## src/rtl/instr_encoder.sv

```systemverilog
// Instruction encoder: turns mnemonic beats into 32-bit MIPS-style words and streams them into instruction memory.
// Optional ENC_HALT_PAD_EN appends a jump-to-self halt word after the last instruction of a session.
module instr_encoder #(
  parameter logic [31:0] BASE_ADDR = 32'h0000_0000,
  parameter int          MAX_WORDS = 64
) (
  input  logic        clk,
  input  logic        rst_n,
  input  logic        start,
  input  logic        in_valid,
  output logic        in_ready,
  input  logic [3:0]  in_op,
  input  logic [4:0]  in_rs,
  input  logic [4:0]  in_rt,
  input  logic [4:0]  in_rd,
  input  logic [25:0] in_imm,
  input  logic        in_last,
  output logic        imem_we,
  output logic [31:0] imem_addr,
  output logic [31:0] imem_wdata,
  output logic [7:0]  count,
  output logic        done,
  output logic        err
);

  // state  | meaning
  // IDLE   | waiting for start
  // LOAD   | accepting beats, one write per accept
  // PAD    | halt word being written (ENC_HALT_PAD_EN only)
  // DONE   | one-cycle completion pulse
`ifdef ENC_HALT_PAD_EN
  typedef enum logic [1:0] {S_IDLE = 2'd0, S_LOAD = 2'd1, S_PAD = 2'd2, S_DONE = 2'd3} state_t;
`else
  typedef enum logic [1:0] {S_IDLE = 2'd0, S_LOAD = 2'd1, S_DONE = 2'd3} state_t;
`endif

  localparam logic [7:0] MAXW = 8'(MAX_WORDS);

  state_t      state;
  logic        fin;
  logic [31:0] waddr;
  logic [31:0] enc_word;
  logic        enc_bad;
  logic        accept;

  always_comb begin
    enc_word = 32'h0000_0000;
    enc_bad  = 1'b0;
    case (in_op)
      4'd0: enc_word = {6'b000000, in_rs, in_rt, in_rd, 5'd0, 6'b100000};
      4'd1: enc_word = {6'b000000, in_rs, in_rt, in_rd, 5'd0, 6'b100010};
      4'd2: enc_word = {6'b000000, in_rs, in_rt, in_rd, 5'd0, 6'b100100};
      4'd3: enc_word = {6'b000000, in_rs, in_rt, in_rd, 5'd0, 6'b100101};
      4'd4: enc_word = {6'b000000, in_rs, in_rt, in_rd, 5'd0, 6'b101010};
      4'd5: enc_word = {6'b100011, in_rs, in_rt, in_imm[15:0]};
      4'd6: enc_word = {6'b101011, in_rs, in_rt, in_imm[15:0]};
      4'd7: enc_word = {6'b000100, in_rs, in_rt, in_imm[15:0]};
      4'd8: enc_word = {6'b001000, in_rs, in_rt, in_imm[15:0]};
      4'd9: enc_word = {6'b000010, in_imm};
      default: enc_bad = 1'b1;
    endcase
  end

  // fin blocks new beats while the closing write is still in flight
  assign in_ready = (state == S_LOAD) && !fin && (count < MAXW);
  assign accept   = in_valid && in_ready;

  always_ff @(posedge clk or negedge rst_n) begin
    if (!rst_n) begin
      state      <= S_IDLE;
      fin        <= 1'b0;
      waddr      <= BASE_ADDR;
      imem_we    <= 1'b0;
      imem_addr  <= BASE_ADDR;
      imem_wdata <= 32'h0000_0000;
      count      <= 8'd0;
      done       <= 1'b0;
      err        <= 1'b0;
    end else begin
      imem_we <= 1'b0;
      done    <= 1'b0;
      case (state)
        S_IDLE: begin
          if (start) begin
            state <= S_LOAD;
            waddr <= BASE_ADDR;
            count <= 8'd0;
            err   <= 1'b0;
            fin   <= 1'b0;
          end
        end
        S_LOAD: begin
          if (accept) begin
            imem_we    <= 1'b1;
            imem_addr  <= waddr;
            imem_wdata <= enc_word;
            waddr      <= waddr + 32'd4;
            count      <= count + 8'd1;
            if (enc_bad) err <= 1'b1;
            if (in_last || (count + 8'd1 == MAXW)) begin
              fin <= 1'b1;
              if (!in_last) err <= 1'b1;
            end
          end else if (fin) begin
            fin <= 1'b0;
`ifdef ENC_HALT_PAD_EN
            if (count < MAXW) begin
              imem_we    <= 1'b1;
              imem_addr  <= waddr;
              imem_wdata <= {6'b000010, waddr[27:2]};
              waddr      <= waddr + 32'd4;
              count      <= count + 8'd1;
              state      <= S_PAD;
            end else begin
              state <= S_DONE;
              done  <= 1'b1;
            end
`else
            state <= S_DONE;
            done  <= 1'b1;
`endif
          end
        end
`ifdef ENC_HALT_PAD_EN
        S_PAD: begin
          state <= S_DONE;
          done  <= 1'b1;
        end
`endif
        S_DONE:  state <= S_IDLE;
        default: state <= S_IDLE;
      endcase
    end
  end

endmodule

```

## config.mk

```make
export PLATFORM = sky130hd
export DESIGN_NAME = instr_encoder
export DESIGN_NICKNAME = d
export VERILOG_FILES = /design/src/rtl/instr_encoder.sv
export SDC_FILE = /design/constraint.sdc
export NUM_CORES = 1
export LEC_CHECK = 0
export CORE_UTILIZATION = 50
export CTS_BUF_LIST = sky130_fd_sc_hd__clkbuf_4
export DETAILED_ROUTE_END_ITERATION = 12
export DONT_BUFFER_PORTS = 1
export GPL_TIMING_DRIVEN = 0
export SLEW_MARGIN = 20
export SYNTH_ARGS = -nofsm -noshare
export SYNTH_HDL_FRONTEND = slang
export SYNTH_SLANG_ARGS = --single-unit
```

## constraint.sdc

```tcl
create_clock -name clk -period 2.65 [get_ports clk]
set_input_delay 0.265 -clock clk [delete_from_list [all_inputs] [get_ports clk]]
set_output_delay 0.265 -clock clk [all_outputs]
set_load 0.005 [all_outputs]
```

==> impl_metrics.env <==
export IMPL_status="finished clean"
export IMPL_initial_core_util=0.521
export IMPL_max_cap_violations=0
export IMPL_floorplan_die_height_um=100
export IMPL_n_antenna_cell=0
export IMPL_synth_cell_type_count=52
export IMPL_first_global_vias=3975
export IMPL_syn_area_per_cell_um2=9.48
export IMPL_cts_buffers=9
export IMPL_period_minus_slack_ns=2.41
export IMPL_power_frac_seq=0.535
export IMPL_track_usage=0.257
export IMPL_clk_insertion_delay_late_ns=0.45
export IMPL_cell_at_the_root_of_the_clock_tree="sky130_fd_sc_hd__clkbuf_4"
export IMPL_final_net_count=618
export IMPL_synth_area_top_cells="sky130_fd_sc_hd__dfrtp_1 54%, sky130_fd_sc_hd__nand2_1 9.2%, sky130_fd_sc_hd__or4_1 3.6%, sky130_fd_sc_hd__a21oi_1 3.3%, sky130_fd_sc_hd__o31ai_1 2.8%"
export IMPL_timing_final_hold_violations=0
export IMPL_post_synth_inst_count=510
export IMPL_unrepaired_setup_endpoints_after_global_routing="false"
export IMPL_comb_power_share=0.285
export IMPL_post_dp_hpwl_mm=7.82
export IMPL_timing_final_max_slew_violations=0
export IMPL_grt_pass1_wl_mm=20.1
export IMPL_share_of_layout_cells_above_drive_strength_1=0.0595
export IMPL_grt_max_degree=105
export IMPL_report_power_total_mw=4.14
export IMPL_worst_slew_pin_slew_ns=0.838
export IMPL_timing_max_slew_rel_slack=0.440
export IMPL_synth_largest_type_area_fraction=0.538
export IMPL_worst_clock_skew_ns=0.0191
export IMPL_clock_pin_slew_worst_setup_and_hold_paths_ns=0.16
export IMPL_total_switching_power_mw=1.61
export IMPL_tritoncts_num_sinks=104
export IMPL_floorplan_rows=35
export IMPL_post_synth_most_frequent_cells="118 x sky130_fd_sc_hd__nand2_1, 104 x sky130_fd_sc_hd__dfrtp_1, 32 x sky130_fd_sc_hd__a21oi_1, 31 x sky130_fd_sc_hd__clkbuf_1, 24 x sky130_fd_sc_hd__nor2_1"
export IMPL_swShare=0.390
export IMPL_nFillCells=850
export IMPL_synth_area_leader_cell="sky130_fd_sc_hd__dfrtp_1"
export IMPL_grt_overflow=0
export IMPL_dr_pass1_iters=7
export IMPL_worst_path_max_fanout=10
export IMPL_yosys_register_bits=104
export IMPL_worst_endpoint_required_ns=3.02
export IMPL_finalWirelength_mm=12.2
export IMPL_worst_setup_path_type="register to register"
export IMPL_port_buffers=0
export IMPL_min_path_type="input pin to register"
export IMPL_dpl_worst_slack_ns=0.0466
export IMPL_remaining_drc_errors=0
export IMPL_cp_end_kind="register"
export IMPL_setup_ws_ns=0.236
export IMPL_synth_seq_area_share=0.538
export IMPL_start_kind="register"
export IMPL_power_density_nw_per_um2=742
export IMPL_reg2reg_setup_slack_ns=0.24
export IMPL_route_vias_total=4031
export IMPL_initialDrtViolationCount=203
export IMPL_top_level_port_count=126
export IMPL_yosys_most_used_dff="sky130_fd_sc_hd__dfrtp_1"
export IMPL_cts_tree="built"
export IMPL_async_reset_ff_frac=1.00
export IMPL_cts_htree_levels=3
export IMPL_fin_crit_sh=0.911
export IMPL_initial_antenna_violation_count=0
export IMPL_synth_warning_count=0
export IMPL_number_of_enable_flip_flop_cells_after_synthesis=0
export IMPL_clock_fmax_mhz=414
export IMPL_wire_length_per_cell_after_detailed_routing_um=17.4
export IMPL_intPower_mw=2.53
export IMPL_synthToLayoutAreaGrowth_pct=15.5
export IMPL_worstPathArrival_ns=2.79
export IMPL_ir_drop_v=0.000393
export IMPL_route_antenna_remaining_nets=0
export IMPL_leak_pwr_nw=2.47
export IMPL_synth_cell_area_um2=4830
export IMPL_dieArea_um2=10100
export IMPL_max_clock_path_buffers=2
export IMPL_portion_of_total_power_attributed_to_the_clock_network=0.180
export IMPL_die_width_um=100
export IMPL_setup_viol=0
export IMPL_route_detailed_vias_per_inst=5.76
export IMPL_routability_congestion_estimate_from_global_placement=0.857
export IMPL_core_area_um2=9280
export IMPL_post_cts_setup_buffer_count=0
export IMPL_setup_total_negative_slack_ns=0
export IMPL_yosysMostFrequentCell="sky130_fd_sc_hd__nand2_1"
==> final timing paths <==
| kind | startpoint | end | cells after the start |
|---|---|---|---|
| worst max register to register | state[0] | waddr[17] | 7 |
| worst min register to register | imem_addr[18] | imem_addr[18] | 2 |
| worst max-delay path | state[0] | waddr[17] | 7 |
| worst min-delay path | in_imm[5] | imem_wdata[5] | 2 |
| min in group asynchronous | rst_n | imem_we | 2 |
| max in group asynchronous | rst_n | imem_wdata[3] | 2 |
==> power by group through the flow <==
stage / registers [mW] / clock network, mW / logic [mW]
3_5_place_dp: 2.24 / 0 / 1.09
5_1_grt: 2.26 / 0.843 / 1.33
3_3_place_gp: 2.24 / 0 / 1.06
6_report: 2.22 / 0.747 / 1.18
2_1_floorplan: 2.15 / 0 / 0.784
4_1_cts: 2.21 / 0.775 / 1.17
==> registers in the layout (all words and copies together), names as in the netlist <==
register / cells
count: 8
done: 1
err: 1
fin: 1
imem_addr: 30
imem_wdata: 30
imem_we: 1
state: 2
waddr: 30
==> kinds of logic after synthesis <==
logic type	after synthesis	synth area share
adder cells (fa/ha/maj)	2	0.00518
buffers and inverters	44	0.0393
flip-flops	104	0.538
AND/OR/NAND/NOR	243	0.254
other	1	0.000776
multiplexers	3	0.00621
XOR/XNOR	5	0.00906
AO/OA/AOI/OAI	108	0.147
==> area by class of cell <==
type	instances	area, µm²	area share
buffer	38	169	0.0303
clock buffer	10	75.1	0.0134
clock inverter	6	42.5	0.00762
inverter	6	22.5	0.00403
multi-input combinational	364	2060	0.369
sequential	104	2600	0.466
tap	129	161	0.0289
timing repair buffer	43	448	0.0803
==> metal layers <==
layer  up-vias  track usage  share of wire
met5         -            0              0
met4         0       0.0580         0.0077
met3         9       0.0689          0.069
met2       138        0.423           0.50
met1      1959        0.340           0.43
li1       1925            -              -
==> cells in the final DEF, fill, tap and decap left out, drive strengths merged, types with 4 or more instances in the layout <==
| cell | count |
|---|---|
| a21oi | 32 |
| a221o | 10 |
| a221oi | 6 |
| a22o | 6 |
| a31oi | 4 |
| and2 | 15 |
| buf | 8 |
| clkbuf | 41 |
| clkinv | 4 |
| dfrtp | 104 |
| dlygate4sd3 | 42 |
| inv | 7 |
| nand2 | 118 |
| nand2b | 4 |
| nand3 | 14 |
| nand4 | 12 |
| nor2 | 24 |
| o21ai | 22 |
| o31ai | 18 |
| or3 | 8 |
| or4 | 23 |
| xor2 | 4 |
==> stage by stage <==
| step | util | instances | instance area, µm² | hold slack, ns |
|---|---|---|---|---|
| 2_1_floorplan | - | 512 | 4840 | -0.0306 |
| 3_3_place_gp | 0.539 | 641 | 5000 | -0.0287 |
| 3_5_place_dp | 0.539 | 641 | 5000 | -0.0287 |
| 4_1_cts | 0.600 | 700 | 5570 | 0.0101 |
| 5_1_grt | 0.601 | 700 | 5580 | 0.0169 |
| 6_report | 0.601 | 700 | 5580 | 0.0308 |
==> critical path, stage by stage, from the launching register on <==
cell and delay (ns):
sky130_fd_sc_hd__dfrtp_1 0.44, sky130_fd_sc_hd__nor2b_1 0.14, sky130_fd_sc_hd__clkbuf_1 0.20, sky130_fd_sc_hd__a21oi_1 0.40, sky130_fd_sc_hd__clkbuf_1 0.41, sky130_fd_sc_hd__clkbuf_1 0.45, sky130_fd_sc_hd__o31ai_1 0.15, sky130_fd_sc_hd__a21oi_1 0.15
==> timing repair <==
action	CTS	global route
resized for setup	0	4
setup endpoints to repair	0	26
endpoints found under the hold margin	130	0
hold buffers	43	0
No activity file was read; power rests on OpenSTA's default activity.
